--- src/rtl/ps2_scan_receiver.sv ---
// PS/2 keyboard receiver: synchronises and glitch-filters the keyboard lines, then
// deserialises 11-bit frames into scan-code bytes. Optional macro: PS2_BREAK_FILTER_EN.
module ps2_scan_receiver #(
  parameter int unsigned FILTER_LEN     = 8,
  parameter int unsigned TIMEOUT_CYCLES = 100000
) (
  input  logic       CLOCK_50,
  input  logic       Resetn,
  input  logic       PS2_CLK,
  input  logic       PS2_DAT,
  output logic [7:0] received_data,
  output logic       received_data_en,
  output logic       parity_err,
  output logic       frame_err
);

  localparam int unsigned FW = $clog2(FILTER_LEN + 1);
  localparam int unsigned TW = $clog2(TIMEOUT_CYCLES + 1);
  localparam logic [FW-1:0] FILT_LAST = FW'(FILTER_LEN - 1);
  localparam logic [TW-1:0] TO_LAST   = TW'(TIMEOUT_CYCLES - 1);

  typedef enum logic [1:0] {IDLE, DATA, PARITY, STOP} state_t;

  logic          r_clk_s1, r_clk_s2, r_dat_s1, r_dat_s2;
  logic          r_clk_filt, r_clk_filt_q;
  logic [FW-1:0] r_filt_cnt;
  logic          w_fall;
  logic          w_dat;

  state_t        r_state, w_state_nxt;
  logic [2:0]    r_bit_cnt, w_bit_nxt;
  logic [7:0]    r_shift, w_shift_nxt;
  logic          r_parity, w_parity_nxt;
  logic [TW-1:0] r_to_cnt, w_to_nxt;
  logic [7:0]    w_data_nxt;
  logic          w_en_nxt, w_pe_nxt, w_fe_nxt;
`ifdef PS2_BREAK_FILTER_EN
  logic          r_suppress, w_sup_nxt;
`endif

  // Two-flop synchronisers plus a run-length filter on the clock line
  always_ff @(posedge CLOCK_50 or negedge Resetn) begin
    if (!Resetn) begin
      r_clk_s1     <= 1'b1;
      r_clk_s2     <= 1'b1;
      r_dat_s1     <= 1'b1;
      r_dat_s2     <= 1'b1;
      r_clk_filt   <= 1'b1;
      r_clk_filt_q <= 1'b1;
      r_filt_cnt   <= '0;
    end else begin
      r_clk_s1     <= PS2_CLK;
      r_clk_s2     <= r_clk_s1;
      r_dat_s1     <= PS2_DAT;
      r_dat_s2     <= r_dat_s1;
      r_clk_filt_q <= r_clk_filt;
      if (r_clk_s2 == r_clk_filt) begin
        r_filt_cnt <= '0;
      end else if (r_filt_cnt == FILT_LAST) begin
        r_clk_filt <= r_clk_s2;
        r_filt_cnt <= '0;
      end else begin
        r_filt_cnt <= r_filt_cnt + FW'(1);
      end
    end
  end

  assign w_fall = r_clk_filt_q & ~r_clk_filt;
  assign w_dat  = r_dat_s2;

  // Frame FSM state and datapath registers
  always_ff @(posedge CLOCK_50 or negedge Resetn) begin
    if (!Resetn) begin
      r_state          <= IDLE;
      r_bit_cnt        <= '0;
      r_shift          <= '0;
      r_parity         <= 1'b0;
      r_to_cnt         <= '0;
      received_data    <= 8'h00;
      received_data_en <= 1'b0;
      parity_err       <= 1'b0;
      frame_err        <= 1'b0;
`ifdef PS2_BREAK_FILTER_EN
      r_suppress       <= 1'b0;
`endif
    end else begin
      r_state          <= w_state_nxt;
      r_bit_cnt        <= w_bit_nxt;
      r_shift          <= w_shift_nxt;
      r_parity         <= w_parity_nxt;
      r_to_cnt         <= w_to_nxt;
      received_data    <= w_data_nxt;
      received_data_en <= w_en_nxt;
      parity_err       <= w_pe_nxt;
      frame_err        <= w_fe_nxt;
`ifdef PS2_BREAK_FILTER_EN
      r_suppress       <= w_sup_nxt;
`endif
    end
  end

  always_comb begin
    w_state_nxt  = r_state;
    w_bit_nxt    = r_bit_cnt;
    w_shift_nxt  = r_shift;
    w_parity_nxt = r_parity;
    w_to_nxt     = '0;
    w_data_nxt   = received_data;
    w_en_nxt     = 1'b0;
    w_pe_nxt     = 1'b0;
    w_fe_nxt     = 1'b0;
`ifdef PS2_BREAK_FILTER_EN
    w_sup_nxt    = r_suppress;
`endif

    case (r_state)
      IDLE: begin
        if (w_fall && !w_dat) begin
          w_state_nxt = DATA;
          w_bit_nxt   = '0;
        end
      end
      DATA: begin
        if (w_fall) begin
          w_shift_nxt = {w_dat, r_shift[7:1]};
          w_bit_nxt   = r_bit_cnt + 3'd1;
          if (r_bit_cnt == 3'd7) w_state_nxt = PARITY;
        end
      end
      PARITY: begin
        if (w_fall) begin
          w_parity_nxt = w_dat;
          w_state_nxt  = STOP;
        end
      end
      STOP: begin
        if (w_fall) begin
          w_state_nxt = IDLE;
          if (!w_dat) begin
            w_fe_nxt = 1'b1;
`ifdef PS2_BREAK_FILTER_EN
            w_sup_nxt = 1'b0;
`endif
          end else if (!(^{r_shift, r_parity})) begin
            w_pe_nxt = 1'b1;
`ifdef PS2_BREAK_FILTER_EN
            w_sup_nxt = 1'b0;
`endif
          end else begin
`ifdef PS2_BREAK_FILTER_EN
            // F0 arms suppression of itself and the following released key code
            if (r_shift == 8'hF0) begin
              w_sup_nxt = 1'b1;
            end else if (r_shift == 8'hE0) begin
              w_data_nxt = r_shift;
              w_en_nxt   = 1'b1;
            end else if (r_suppress) begin
              w_sup_nxt = 1'b0;
            end else begin
              w_data_nxt = r_shift;
              w_en_nxt   = 1'b1;
            end
`else
            w_data_nxt = r_shift;
            w_en_nxt   = 1'b1;
`endif
          end
        end
      end
      default: w_state_nxt = IDLE;
    endcase

    // Inter-edge watchdog; a real edge always wins over an expiring count
    if (r_state != IDLE) begin
      if (w_fall) begin
        w_to_nxt = '0;
      end else if (r_to_cnt == TO_LAST) begin
        w_state_nxt = IDLE;
        w_fe_nxt    = 1'b1;
`ifdef PS2_BREAK_FILTER_EN
        w_sup_nxt   = 1'b0;
`endif
      end else begin
        w_to_nxt = r_to_cnt + TW'(1);
      end
    end
  end

endmodule

--- config.mk ---
export PLATFORM = sky130hd
export DESIGN_NAME = ps2_scan_receiver
export DESIGN_NICKNAME = d
export VERILOG_FILES = /design/src/rtl/ps2_scan_receiver.sv
export SDC_FILE = /design/constraint.sdc
export NUM_CORES = 1
export LEC_CHECK = 0
export BUFFER_PORTS_ARGS = -buffer_cell sky130_fd_sc_hd__buf_4
export CORE_MARGIN = 2
export CORE_UTILIZATION = 50
export CTS_CLUSTER_SIZE = 28
export DETAILED_ROUTE_END_ITERATION = 8
export HOLD_SLACK_MARGIN = 0.12
export PLACE_DENSITY_LB_ADDON = 0.05
export SYNTH_ARGS = -nofsm -noshare
export SYNTH_HDL_FRONTEND = slang
export SYNTH_SLANG_ARGS = --single-unit
--- constraint.sdc ---
create_clock -name CLOCK_50 -period 1.95 [get_ports CLOCK_50]
set_input_delay 0 -clock CLOCK_50 [delete_from_list [all_inputs] [get_ports CLOCK_50]]
set_output_delay 0 -clock CLOCK_50 [all_outputs]
set_load 0.005 [all_outputs]
Yosys cells after proc, flatten, opt, wreduce, memory -nomap -nowiden. Cells that the tools add are included. Widths: inputs -> output; s select.

Word-level logic and storage cells: 73. Bits in registers: 52.

Reductions and logical operators: 11. $add $sub $neg: 3. Eq/ne operators: 9. Bitwise logic cells: 3. Muxes and demuxes: 31.

Operators with widths (number): $mux 17 (3); $add 17x1->17 const B (1); $eq 17x17->1 const B (1); $mux 2 (8); $mux 1 (14); $reduce_xor 9->1 (1); $mux 4 (2); $pmux 2 s4 (1); $mux 3 (2); $pmux 3 s2 (1); $reduce_and 2->1 (3); $add 4x1->4 const B (1); $eq 2x2->1 const B (2); $eq 4x3->1 const B (1); $ne 2x2->1 const B (2); $reduce_and 4->1 (1); $reduce_bool 2->1 (2); $add 3x1->3 const B (1); $eq 3x3->1 const B (1); $reduce_and 3->1 (1); $eq 2x1->1 const B (1); $logic_not 2->1 (1); $not 1->1 (2); $and 1x1->1 (1); other kinds (3) (3).

Logic depth before layout (Yosys ltp).
Depth after elaboration: 8. Depth in mapped cells: 7. Mapped depth without buffers: 6.

Least setup slack after synthesis. Ideal clock, no wire load.

Path type: register -> register. Start: register r_shift[2]. End: register received_data[0]. Cell stages (with the launch flop): 6. Required time: 1.825 ns. Arrival time: 1.632 ns. Setup time: 0.125 ns. Setup slack: 0.193 ns. Period minus slack after synthesis: 1.757 ns. Cells stage by stage: dfrtp_1 -> xnor2_1 -> xnor2_1 -> xnor2_1 -> mux2_4 -> mux2_2.

Longest elaborated chain between the ends: 2.

Ends and longest elaborated chain: from (decl) (line 32) `logic [7:0] r_shift, w_shift_nxt;`; from (signal assigned) (line 89) `r_shift <= w_shift_nxt;`; $reduce_xor 9->1 (line 144) `end else if (!(^{r_shift, r_parity})) begin`; $reduce_and 4->1 (no line); to (signal assigned) (line 92) `received_data <= w_data_nxt;`; to (decl) (line 11) `output logic [7:0] received_data,`.

Every way passes these cells. A chain may end at the register's enable or synchronous reset.

Worst setup path after layout.
Start: register r_shift[6]. End: register received_data[2].

The elaborated chain is that of the path after synthesis.

==> results by group <==
Routing
  • Final WL: between 3 and 4 mm
  • First-pass DRT Iterations: 4
  • Detailed Route Iter0 Violations: 71
  • WL/cell: 13.3 um
  • Vias: 1440
  • ANT nets after route: 0
  • Drt drc: 0
  • Vias/cell: around 5.3

STA
  • Final TNS setup: 0 ns
  • Max-slew violation count: 0
  • Hold slack: approximately 0.25 ns
  • Final clock skew: around 0.012 ns
  • Hold Vio Cnt, Final: 0
  • Worst rel slew slack: between 50% and 60%
  • Worst Tran Pin Value: between 0.6 and 0.7 ns
  • Post-layout min period: 1.80 ns
  • RSZ-0062 raised after global routing: false
  • Final-report setup violation count: 0
  • Final Cycle Share: between 90% and 100%
  • Fmax: approximately 560 MHz

GRT
  • GRT Total Usage: 15.9%
  • Global-route wire length before repair: ~6.4 mm
  • Vias in the first global route: between 1000 and 1500
  • Initial antenna violation count: 0
  • Largest net degree at the start of global routing: 53
  • GRT overflow: 0

Power and ir drop
  • Power Dens Cells: roughly 940 nW/um^2
  • Leakage power: around 0.0012 uW
  • Max IR drop VDD: 0.568 mV

Yosys
  • Synthesized area per cell: 11.7 um^2
  • Post-synth EDFFs: 0
  • Leading area contributor after synthesis: dfrtp_1
  • Mapped Cells: between 150 and 200
  • Top FF cell, synth: dfrtp_1
  • Ys Warns: 0
  • Syn Nets: approximately 200
  • Synthesized cell area: 2250 um^2
  • Sequential area share after synthesis: 58.2%
  • Top cells by area, synth: dfrtp_1, mux2_2, dfstp_2
  • Ys async rst share: 100%
  • Synth top area share: 51.2%
  • Synthesized flop and latch total: 52
  • Synth unique cells: 29

Floorplanning
  • Io pins: 15
  • Row count: 24
  • Core area: 4350 um^2
  • Initial Utilization: roughly 52%
  • Die Height: about 70 um
  • DIE AREA: slightly above 5000 um^2
  • Die Wd: 71.1 um

Clock network
  • Clock Tree Root: clkbuf_8
  • Clk_lat worst skew: approximately 0.30 ns
  • Setup Fix Bufs, Post-CTS: 0
  • H-Tree Level Count: 2
  • CTS buffer count: 5
  • CTS tree: yes
  • Num Clock Sinks: between 50 and 60
  • CTS max path bufs: 2
  • Clock slew at reported path FFs: about 0.090 ns

Worst hold path
  • Worst min path class: in2async

Flow run
  • Max Cap Viol: 0

Placement
  • Detail Placement HPWL: roughly 2.5 mm
  • IO Port Bufs: 14
  • GP Congestion: approximately 0.71

Layout
  • Ant diodes: 0
  • # fillers: 350
  • Share of cells above drive strength 1: about a quarter
  • Area Overhead vs Synth: 14.6%
  • Fin nets: approximately 230

Setup path
  • Crit Path Class: reg2reg
  • Setup crit end kind: flop
  • CP required: ~2.1 ns
  • Crit path max fanout: 8
  • WP data arrival: 1.98 ns
  • Crit path launch type: flop

Outcome
  • Status: completed
synth_stat cells (4+ instances only):
library cell / count
dfrtp_1: 46
nor2_1: 26
mux2_2: 17
nand2_1: 13
xnor2_1: 13
xor2_1: 12
o21ai_0: 9
nand3_1: 8
dfstp_2: 6
a21oi_1: 4
ha_1: 4
nor3_1: 4
critical path, stage by stage, from the launching register on:
cell and delay [ns]:
dfrtp_1 0.42, xnor2_1 0.22, xnor2_1 0.17, xnor2_1 0.19
mux2_4 0.39, mux2_2 0.29
registers in the layout, summed over array words and instances, names as in the netlist:
name	flops
r_state	2
received_data	8
r_clk_s1	1
r_clk_filt	1
frame_err	1
r_dat_s2	1
r_bit_cnt	3
received_data_en	1
r_filt_cnt	4
r_clk_filt_q	1
r_to_cnt	17
r_shift	8
parity_err	1
r_dat_s1	1
r_parity	1
r_clk_s2	1
per-layer routing:
metal / global-route usage [%] / vias to the layer above / routed length, um
met4: 5.45 / 0 / 28
met3: 3.56 / 4 / 127
met2: 27.0 / 27 / 1750
met1: 20.3 / 697 / 1680
li1: - / 712 / -
met5: 0 / - / 0
power by group:
| group | total, uW | internal [uW] | switching [uW] | leakage (uW) |
|---|---|---|---|---|
| Clock | 716 | 380 | 336 | 0.0000541 |
| Sequential | 1290 | 1200 | 90.0 | 0.000700 |
| Combinational | 416 | 188 | 227 | 0.000449 |
cell usage in the layout (no fill, tap or decap), types with 2 or more instances in the layout:
master and count:
a21oi_1 4, a22o_1 2, and3_1 3, and4_1 3
buf_4 19, clkbuf_8 5, dfrtp_1 46, dfstp_2 6
dlygate4sd3_1 3, ha_1 4, inv_1 3, mux2_2 17
nand2_1 13, nand2b_1 2, nand3_1 8, nand4_1 3
nor2_1 26, nor2b_1 2, nor3_1 4, o21ai_0 9
xnor2_1 13, xor2_1 12
metrics by stage:
stage / area (um^2) / cells / total power (uW) / worst slack, ns / util, %
final: 2580 / 270 / 2420 / 0.151 / 59.2
after global routing: 2580 / 270 / 2570 / 0.0635 / 59.2
after CTS: 2580 / 270 / 2450 / 0.111 / 59.2
after detailed placement: 2440 / 259 / 1720 / 0.126 / 55.9
after global placement: 2440 / 259 / 1700 / 0.153 / 55.9
after floorplan: 2250 / 193 / 1580 / 0.193 / -
layout make-up:
type                            instances  area (um^2)  share of cell area, %
Sequential cell                        52         1310                   50.8
Clock buffer                            5         68.8                   2.67
Multi-Input combinational cell        133          908                   35.2
Timing Repair Buffer                   22          173                   6.70
Clock inverter                          3         42.5                   1.65
Inverter                                3         11.3                  0.437
Tap cell                               52         65.1                   2.52
cell families (layout without fill, tap and decap cells):
group           Yosys count  after routing  synth area share (%)
fa+ha+maj                 4              4                  2.22
mux                      18             18                  9.18
buf+inv                   8             33                  1.45
compound gates           17             17                  4.39
simple gates             69             69                  14.9
xor+xnor                 25             25                  9.73
flops                    52             52                  58.2
repair_timing:
| item | 4_1_cts | 5_1_grt |
|---|---|---|
| gates resized for setup | 0 | 1 |
| setup endpoints to repair | 0 | 7 |
| endpoints found under the hold margin | 52 | 0 |
| hold buffers | 3 | 0 |
path summary, 6_finish.rpt:
path	start	to	cells past startpoint	slack [ns]
max reg2reg	r_shift[6]	received_data[2]	5	0.15
min	Resetn	r_filt_cnt[3]	2	0.25
max	r_shift[6]	received_data[2]	5	0.15
min reg2reg	r_clk_s1	r_clk_s2	0	0.36
max in group asynchronous	Resetn	r_to_cnt[6]	2	1.27
min in group CLOCK_50	PS2_CLK	r_clk_s1	2	0.35
Power figures use the tool's default switching activity.
